File: src/rtl/button_debouncer_pkg.sv
// Shared types and constants for the push-button conditioning front end.
package button_debouncer_pkg;

    typedef enum logic [1:0] {
        ST_IDLE         = 2'd0,
        ST_PRESS_WAIT   = 2'd1,
        ST_PRESSED      = 2'd2,
        ST_RELEASE_WAIT = 2'd3
    } dbnc_state_e;

    // 10 ms of stability at a 100 MHz clock.
    localparam int DEFAULT_N_COUNT = 1000000;

    // Keeps the counter at least one bit wide so N_COUNT=1 still elaborates.
    function automatic int cnt_width(input int n);
        return (n <= 1) ? 1 : $clog2(n);
    endfunction

endpackage

File: src/rtl/button_debouncer_debounce_fsm.sv
// One button: 2-flop synchronizer, stable-time counter and press/release FSM.
// Press request is combinational and coincides with the edge that enters PRESSED.
module debounce_fsm
    import button_debouncer_pkg::*;
#(
    parameter int N_COUNT  = DEFAULT_N_COUNT,
    parameter int CNT_BITS = cnt_width(DEFAULT_N_COUNT)
) (
    input  logic clock,
    input  logic reset,
    input  logic btn_raw_i,
    output logic level_o,
    output logic press_req_o
);

    localparam logic [CNT_BITS-1:0] CNT_LAST = CNT_BITS'(N_COUNT - 1);

    logic                sync1_q;
    logic                sync2_q;
    dbnc_state_e         state_q, state_d;
    logic [CNT_BITS-1:0] cnt_q, cnt_d;
    logic                level_q, level_d;
    logic                cnt_last;

    always_ff @(posedge clock or posedge reset) begin
        if (reset) begin
            sync1_q <= 1'b0;
            sync2_q <= 1'b0;
        end else begin
            sync1_q <= btn_raw_i;
            sync2_q <= sync1_q;
        end
    end

    always_ff @(posedge clock or posedge reset) begin
        if (reset) begin
            state_q <= ST_IDLE;
            cnt_q   <= '0;
            level_q <= 1'b0;
        end else begin
            state_q <= state_d;
            cnt_q   <= cnt_d;
            level_q <= level_d;
        end
    end

    assign cnt_last = (cnt_q == CNT_LAST);

    always_comb begin
        state_d = state_q;
        cnt_d   = cnt_q;
        case (state_q)
            ST_IDLE: begin
                if (sync2_q) begin
                    state_d = ST_PRESS_WAIT;
                    cnt_d   = '0;
                end
            end
            ST_PRESS_WAIT: begin
                if (!sync2_q)     state_d = ST_IDLE;
                else if (cnt_last) state_d = ST_PRESSED;
                else               cnt_d   = cnt_q + CNT_BITS'(1);
            end
            ST_PRESSED: begin
                if (!sync2_q) begin
                    state_d = ST_RELEASE_WAIT;
                    cnt_d   = '0;
                end
            end
            ST_RELEASE_WAIT: begin
                // A return to high is release bounce: back to PRESSED without a new request.
                if (sync2_q)       state_d = ST_PRESSED;
                else if (cnt_last) state_d = ST_IDLE;
                else               cnt_d   = cnt_q + CNT_BITS'(1);
            end
            default: begin
                state_d = ST_IDLE;
                cnt_d   = '0;
            end
        endcase
    end

    always_comb begin
        press_req_o = (state_q == ST_PRESS_WAIT) && sync2_q && cnt_last;
        level_d     = (state_d == ST_PRESSED) || (state_d == ST_RELEASE_WAIT);
    end

    assign level_o = level_q;

endmodule

File: src/rtl/button_debouncer.sv
// Debounces N_B buttons and emits registered one-hot press strobes; on simultaneous
// requests the highest index wins and the others are consumed without replay.
module button_debouncer
    import button_debouncer_pkg::*;
#(
    parameter int N_B     = 3,
    parameter int N_COUNT = DEFAULT_N_COUNT
) (
    input  logic           clock,
    input  logic           reset,
    input  logic [N_B-1:0] i_btn_raw,
    output logic [N_B-1:0] o_pulse,
    output logic [N_B-1:0] o_level
);

    localparam int N_CNT_BITS = cnt_width(N_COUNT);

    logic [N_B-1:0] press_req;
    logic [N_B-1:0] pulse_d, pulse_q;

    for (genvar g = 0; g < N_B; g++) begin : g_btn
        debounce_fsm #(
            .N_COUNT  (N_COUNT),
            .CNT_BITS (N_CNT_BITS)
        ) u_fsm (
            .clock       (clock),
            .reset       (reset),
            .btn_raw_i   (i_btn_raw[g]),
            .level_o     (o_level[g]),
            .press_req_o (press_req[g])
        );
    end

    always_comb begin
        pulse_d = '0;
        for (int i = 0; i < N_B; i++) begin
            if (press_req[i]) begin
                pulse_d    = '0;
                pulse_d[i] = 1'b1;
            end
        end
    end

    always_ff @(posedge clock or posedge reset) begin
        if (reset) pulse_q <= '0;
        else       pulse_q <= pulse_d;
    end

    assign o_pulse = pulse_q;

endmodule

File: config.mk
export PLATFORM = sky130hd
export DESIGN_NAME = button_debouncer
export DESIGN_NICKNAME = d
export VERILOG_FILES = /design/src/rtl/button_debouncer_pkg.sv /design/src/rtl/button_debouncer_debounce_fsm.sv /design/src/rtl/button_debouncer.sv
export SDC_FILE = /design/constraint.sdc
export NUM_CORES = 1
export LEC_CHECK = 0
export CELL_PAD_IN_SITES_DETAIL_PLACEMENT = 0
export CELL_PAD_IN_SITES_GLOBAL_PLACEMENT = 2
export CORE_ASPECT_RATIO = 1.25
export CORE_UTILIZATION = 39
export DETAILED_ROUTE_END_ITERATION = 8
export PLACE_DENSITY = 0.79
export RECOVER_POWER = 100
export SYNTH_ARGS = -nofsm -noshare
export SYNTH_HDL_FRONTEND = slang
export SYNTH_SLANG_ARGS = --single-unit
File: constraint.sdc
create_clock -name clock -period 3.08 [get_ports clock]
set_input_delay 0.462 -clock clock [delete_from_list [all_inputs] [get_ports clock]]
set_output_delay 0.462 -clock clock [all_outputs]
set_load 0.01 [all_outputs]
# ---- After elaboration in Yosys (flattened, before gate mapping)
# Index checks and enable logic that the tools add are counted.
dict set report word_totals {
  ff_bits 78
  in_bits 5
  elab_cells 106
  output_inout_bits 6
}
dict set report classes {
  muxes 42
  n_eq_ne 30
  n_addsub 3
  n_reduce_logical 15
}
# op n
set ops {}
lappend ops {{$mux W20} 15}
lappend ops {{$pmux W20 S4} 3}
lappend ops {{$add A20 B1 Y20 const B} 3}
lappend ops {{$eq A20 B20 Y1 const B} 3}
lappend ops {{$mux W2} 18}
lappend ops {{$eq A2 B2 Y1 const B} 12}
lappend ops {{$pmux W2 S4} 3}
lappend ops {{$ne A2 B1 Y1 const B} 6}
lappend ops {{$ne A2 B2 Y1 const B} 6}
lappend ops {{$reduce_and A4 Y1} 3}
lappend ops {{$eq A2 B1 Y1 const B} 3}
lappend ops {{$logic_and A1 B1 Y1} 6}
lappend ops {{$logic_not A2 Y1} 3}
lappend ops {{$mux W3} 2}
lappend ops {{$logic_or A1 B1 Y1} 3}
lappend ops {{$mux W1} 1}

# ---- Longest topological paths before layout
dict set report depth {
  depth_word 6
  ltp_mapped 9
  mapped_depth_nobuf 7
}

# ---- Modules after synthesis
# Synthesis repeated with hierarchy kept, for this count alone.
dict set report unflattened {
  cells_unflattened 405
  hier_area_um2 4001.3
}
# module seq_area_each_um2 instances area_per_inst_um2 cells_per_inst
set by_module_without_submodules {}
lappend by_module_without_submodules {debounce_fsm 600.6 3 1301.2 133}
lappend by_module_without_submodules {button_debouncer 75.1 1 97.6 6}

# ---- Worst setup path before layout
# No wires, ideal clock.
dict set report synth_path {
  path_kind {register to register}
  startpoint {reg g_btn[1].u_fsm.cnt_q[0]}
  endpoint {reg g_btn[1].u_fsm.cnt_q[8]}
  synth_period_minus_slack_ns 1.767
  required_ns 2.951
  path_stages_with_launch 10
  path_slack_ns 1.313
  n_path_buf 3
  t_arrival_ns 1.638
  setup_time_ns 0.129
  path_cell_list {dfrtp_1 -> ha_1 -> nand3_1 -> or2_0 -> clkbuf_2 -> o21ai_2 -> buf_4 -> buf_4 -> o21ai_0 -> o41ai_1}
}
dict set report synth_via {
  elab_chain_len 4
  word_cells_on_any_way 6
  cone_classes {add/sub (1); eq/ne (1); mux (4)}
}
# element line_no
set synth_rtl {}
lappend synth_rtl {{start, declared} button_debouncer_debounce_fsm.sv:21} ;# logic [CNT_BITS-1:0] cnt_q, cnt_d;
lappend synth_rtl {{start signal, assigned} button_debouncer_debounce_fsm.sv:42} ;# cnt_q <= cnt_d;
lappend synth_rtl {{$add A20 B1 Y20 / $eq A20 B20 Y1 (equally long branches)} {button_debouncer_debounce_fsm.sv:62, button_debouncer_debounce_fsm.sv:74, button_debouncer_debounce_fsm.sv:47}}
lappend synth_rtl {{$mux W20 (*)} {button_debouncer_debounce_fsm.sv:61, button_debouncer_debounce_fsm.sv:73}}
lappend synth_rtl {{$mux W20, on equally long branches} {button_debouncer_debounce_fsm.sv:72, button_debouncer_debounce_fsm.sv:60}}
lappend synth_rtl {{$pmux W20 S4 (*)} button_debouncer_debounce_fsm.sv:52} ;# case (state_q)
# Every way passes the cells marked *; elsewhere a longest branch is shown, timed or not. The select of a mux whose other input is x is not followed.
# A chain may end at the register's enable or synchronous reset.

# ---- Worst setup path after layout
dict set report layout_path {
  startpoint {reg g_btn[0].u_fsm.cnt_q[0]}
  endpoint {reg g_btn[0].u_fsm.cnt_q[14]}
}
dict set report layout_via {
  elab_chain_len 4
  word_cells_on_any_way 6
  cone_classes {add/sub (1); eq/ne (1); mux (4)}
}
# element line_no
set layout_rtl {}
lappend layout_rtl {{start, declared} button_debouncer_debounce_fsm.sv:21}
lappend layout_rtl {{start signal, assigned} button_debouncer_debounce_fsm.sv:42}
lappend layout_rtl {{$add A20 B1 Y20 / $eq A20 B20 Y1 (equally long branches)} {button_debouncer_debounce_fsm.sv:62, button_debouncer_debounce_fsm.sv:74, button_debouncer_debounce_fsm.sv:47}}
lappend layout_rtl {{$mux W20 (*)} {button_debouncer_debounce_fsm.sv:61, button_debouncer_debounce_fsm.sv:73}}
lappend layout_rtl {{$mux W20, on equally long branches} {button_debouncer_debounce_fsm.sv:72, button_debouncer_debounce_fsm.sv:60}}
lappend layout_rtl {{$pmux W20 S4 (*)} button_debouncer_debounce_fsm.sv:52}
# Marked as above.

==> reports/metrics.yaml <==
cp.arrival_ns: 2.65
synth_top_cell_by_area: "dfrtp_1"
cp-start-kind: "flop"
worstRegToRegCells: 7
drc: 0
hold_violations: 0
setup.worst_path.start: "g_btn[0].u_fsm.cnt_q[0]"
r2r_slack_ns: 0.65
drive_gt1_frac: 0.0791
final_nets: 458
endpoint: "g_btn[0].u_fsm.cnt_q[14]"
track_usage: 0.191
die_w_microns: 93.9
r2r_start: "g_btn[0].u_fsm.cnt_q[0]"
ys_top_cells_by_count: "78 x dfrtp_1, 53 x nand2_1, 32 x nand3_1, 32 x o21ai_0, 31 x nor2_1"
finalSetupViolCount: 0
hold_depth: 0
crit_fanout: 19
slew_violations: 0
hp-class: "reg -> reg"
ant_nets: 0
synth.most_common_cell: "dfrtp_1"
start_util: 0.405
place_ws_ns: 0.898
clockRootBuffer: "clkbuf_16"
finalCritPeriodShare: 0.789
drv_cap: 0
clk_latency_ns: 0.33
ir_drop_v: 0.000257
coreArea_sq_um: 10200
slew_headroom: 0.0978
finalCriticalPeriod_ns: 2.43
rows: 41
firstDrtPassIters: 4
synth_top_cells_by_area: "dfrtp_1 47%, nand2_1 4.8%, nand3_1 3.9%, o21ai_0 3.9%, nand4_1 3.5%"
num_vias: 3372
routed_wl_microns: 9440
synth_edf_count: 0
setup.worst_path.end_class: "flop"
cts_buffers: 9
grt_max_degree: 52
power.total_mw: 2.30
crit_type: "reg -> reg"
grt_pass1_vias: 3218
rsz0062_at_grt: "no"
dp_hpwl_microns: 6410
cts_hold_buf: 0
fin_setup_tns_ns: 0
cts.htree.levels: 3
grt_first_pass_wirelength_microns: 16200
io_pins: 11
synth_cell_types: 60
status: "finished clean"
post-cts-setup-buffer-count: 0
die_h_microns: 117
hp-start: "g_btn[1].u_fsm.sync1_q"
syn_inst: 447
syn_nets: 455
fmaxAchievable_ghz: 0.412
grt-ovfl-total: 0
dr.first_iter.drc_count: 200
synth_area_sq_um: 4110
fillCellCount: 1014
grt_antenna_before_repair: 0
cts_buffer_depth: 2
place_congestion: 0.785
cts_tree: "yes"
yosysTopAreaCellShare: 0.475
async_flop_share: 1.00
routedWlPerCell_microns: 16.2
synth_top_flop_cell: "dfrtp_1"
cts_resized: 0
avgViaCountPerCell: 5.77
p_per_area_nw_per_um2: 502
diodes: 0
ys_seq_area_frac: 0.475
finalNonFillerCells: 584
yosysWarnings: 0
worst_pin_slew_ns: 1.35
setup_ws_ns: 0.650
finalClockSkew_ns: 0.00850
avgSynthCellArea_sq_um: 9.20
crit_required_ns: 3.30
cts_sinks: 78
p_leak_nw: 1.89
portBuffers: 10
ys_ff_latch: 78
cts.reportedPaths.clkPinSlew_ns: 0.06
die-area_sq_um: 11000
dp.cells: 568
area_delta_synth_final_pct: 11.5
worst_r2r_endpoint: "g_btn[0].u_fsm.cnt_q[14]"
[cells by family (layout without fill, tap and decap cells)]
kind of cell	count (synthesis)	after routing	synth area share
adders and majority gates	3	3	0.00913
buffers and inverters	38	46	0.0447
xor gates and xnor gates	9	9	0.0192
AOI/OAI and AO/OA	103	103	0.157
DFF	78	78	0.475
and+or+nand+nor	203	203	0.262
muxes	13	13	0.0335
[critical path: stages (launching register included)]
cell and delay [ns]:
dfrtp_1 0.38, ha_1 0.24, nand2_1 0.13, or3_1 0.40
o21bai_2 0.17, clkbuf_1 0.69, inv_2 0.06, a41o_1 0.25
[sequential cells by signal (all words and copies together), names as in the netlist]
signal / count
g_btn.u_fsm.cnt_q: 60
g_btn.u_fsm.level_o: 3
g_btn.u_fsm.state_q: 6
g_btn.u_fsm.sync1_q: 3
g_btn.u_fsm.sync2_q: 3
o_pulse: 3
[worst min path at each step]
stage	to
finish	g_btn[1].u_fsm.sync2_q
global route	g_btn[1].u_fsm.sync2_q
CTS	g_btn[1].u_fsm.sync2_q
detailed placement	g_btn[1].u_fsm.sync2_q
global placement	g_btn[1].u_fsm.sync2_q
floorplan	g_btn[0].u_fsm.sync2_q
[layout by cell type (no fill, tap or decap), drive strengths merged, types with 3 or more instances in the layout]
| cell | count |
|---|---|
| xnor2 | 4 |
| inv | 10 |
| buf | 7 |
| and2 | 5 |
| nand2 | 53 |
| and3 | 7 |
| nand4 | 23 |
| nor3 | 13 |
| o21ai | 44 |
| o31ai | 18 |
| clkbuf | 13 |
| a31oi | 9 |
| mux2i | 7 |
| nor2 | 31 |
| o41ai | 3 |
| dlygate4sd3 | 10 |
| a21oi | 11 |
| nor3b | 3 |
| a41oi | 3 |
| nand3 | 34 |
| mux2 | 6 |
| dfrtp | 78 |
| nor4b | 5 |
| nor4 | 11 |
| or2 | 3 |
| xor2 | 5 |
| ha | 3 |
| or4 | 3 |
| clkinv | 4 |
[per-layer routing]
metal | wire length [microns] | up-vias | GRT usage
met2 | 4480 | 74 | 0.308
met4 | 152 | 0 | 0.0615
met5 | 0 | - | 0
met1 | 4480 | 1630 | 0.262
met3 | 326 | 12 | 0.0355
li1 | - | 1656 | -
[layout make-up]
type	count	area, sq um	area share
clock buffer	12	256	0.0559
clock inverter	4	45.0	0.00982
inverter	12	46.3	0.0101
multi-input combinational	331	1960	0.427
sequential	78	1950	0.426
tap	129	161	0.0352
timing repair buffer	18	169	0.0368
[stage by stage]
step                utilization  hold WS [ns]  instance area, sq um
floorplan                     -         0.331                  4110
global placement          0.424         0.336                  4310
detailed placement        0.424         0.339                  4310
CTS                       0.454         0.352                  4610
global route              0.452         0.357                  4590
finish                    0.452         0.351                  4590
[report_power, final]
group,internal (mW),total [mW],switching (mW),leakage [nW]
clock network,0.668,1.07,0.400,0.152
registers,1.06,1.10,0.0449,1.06
logic,0.0461,0.132,0.0860,0.676
Power figures use the tool's default switching activity.
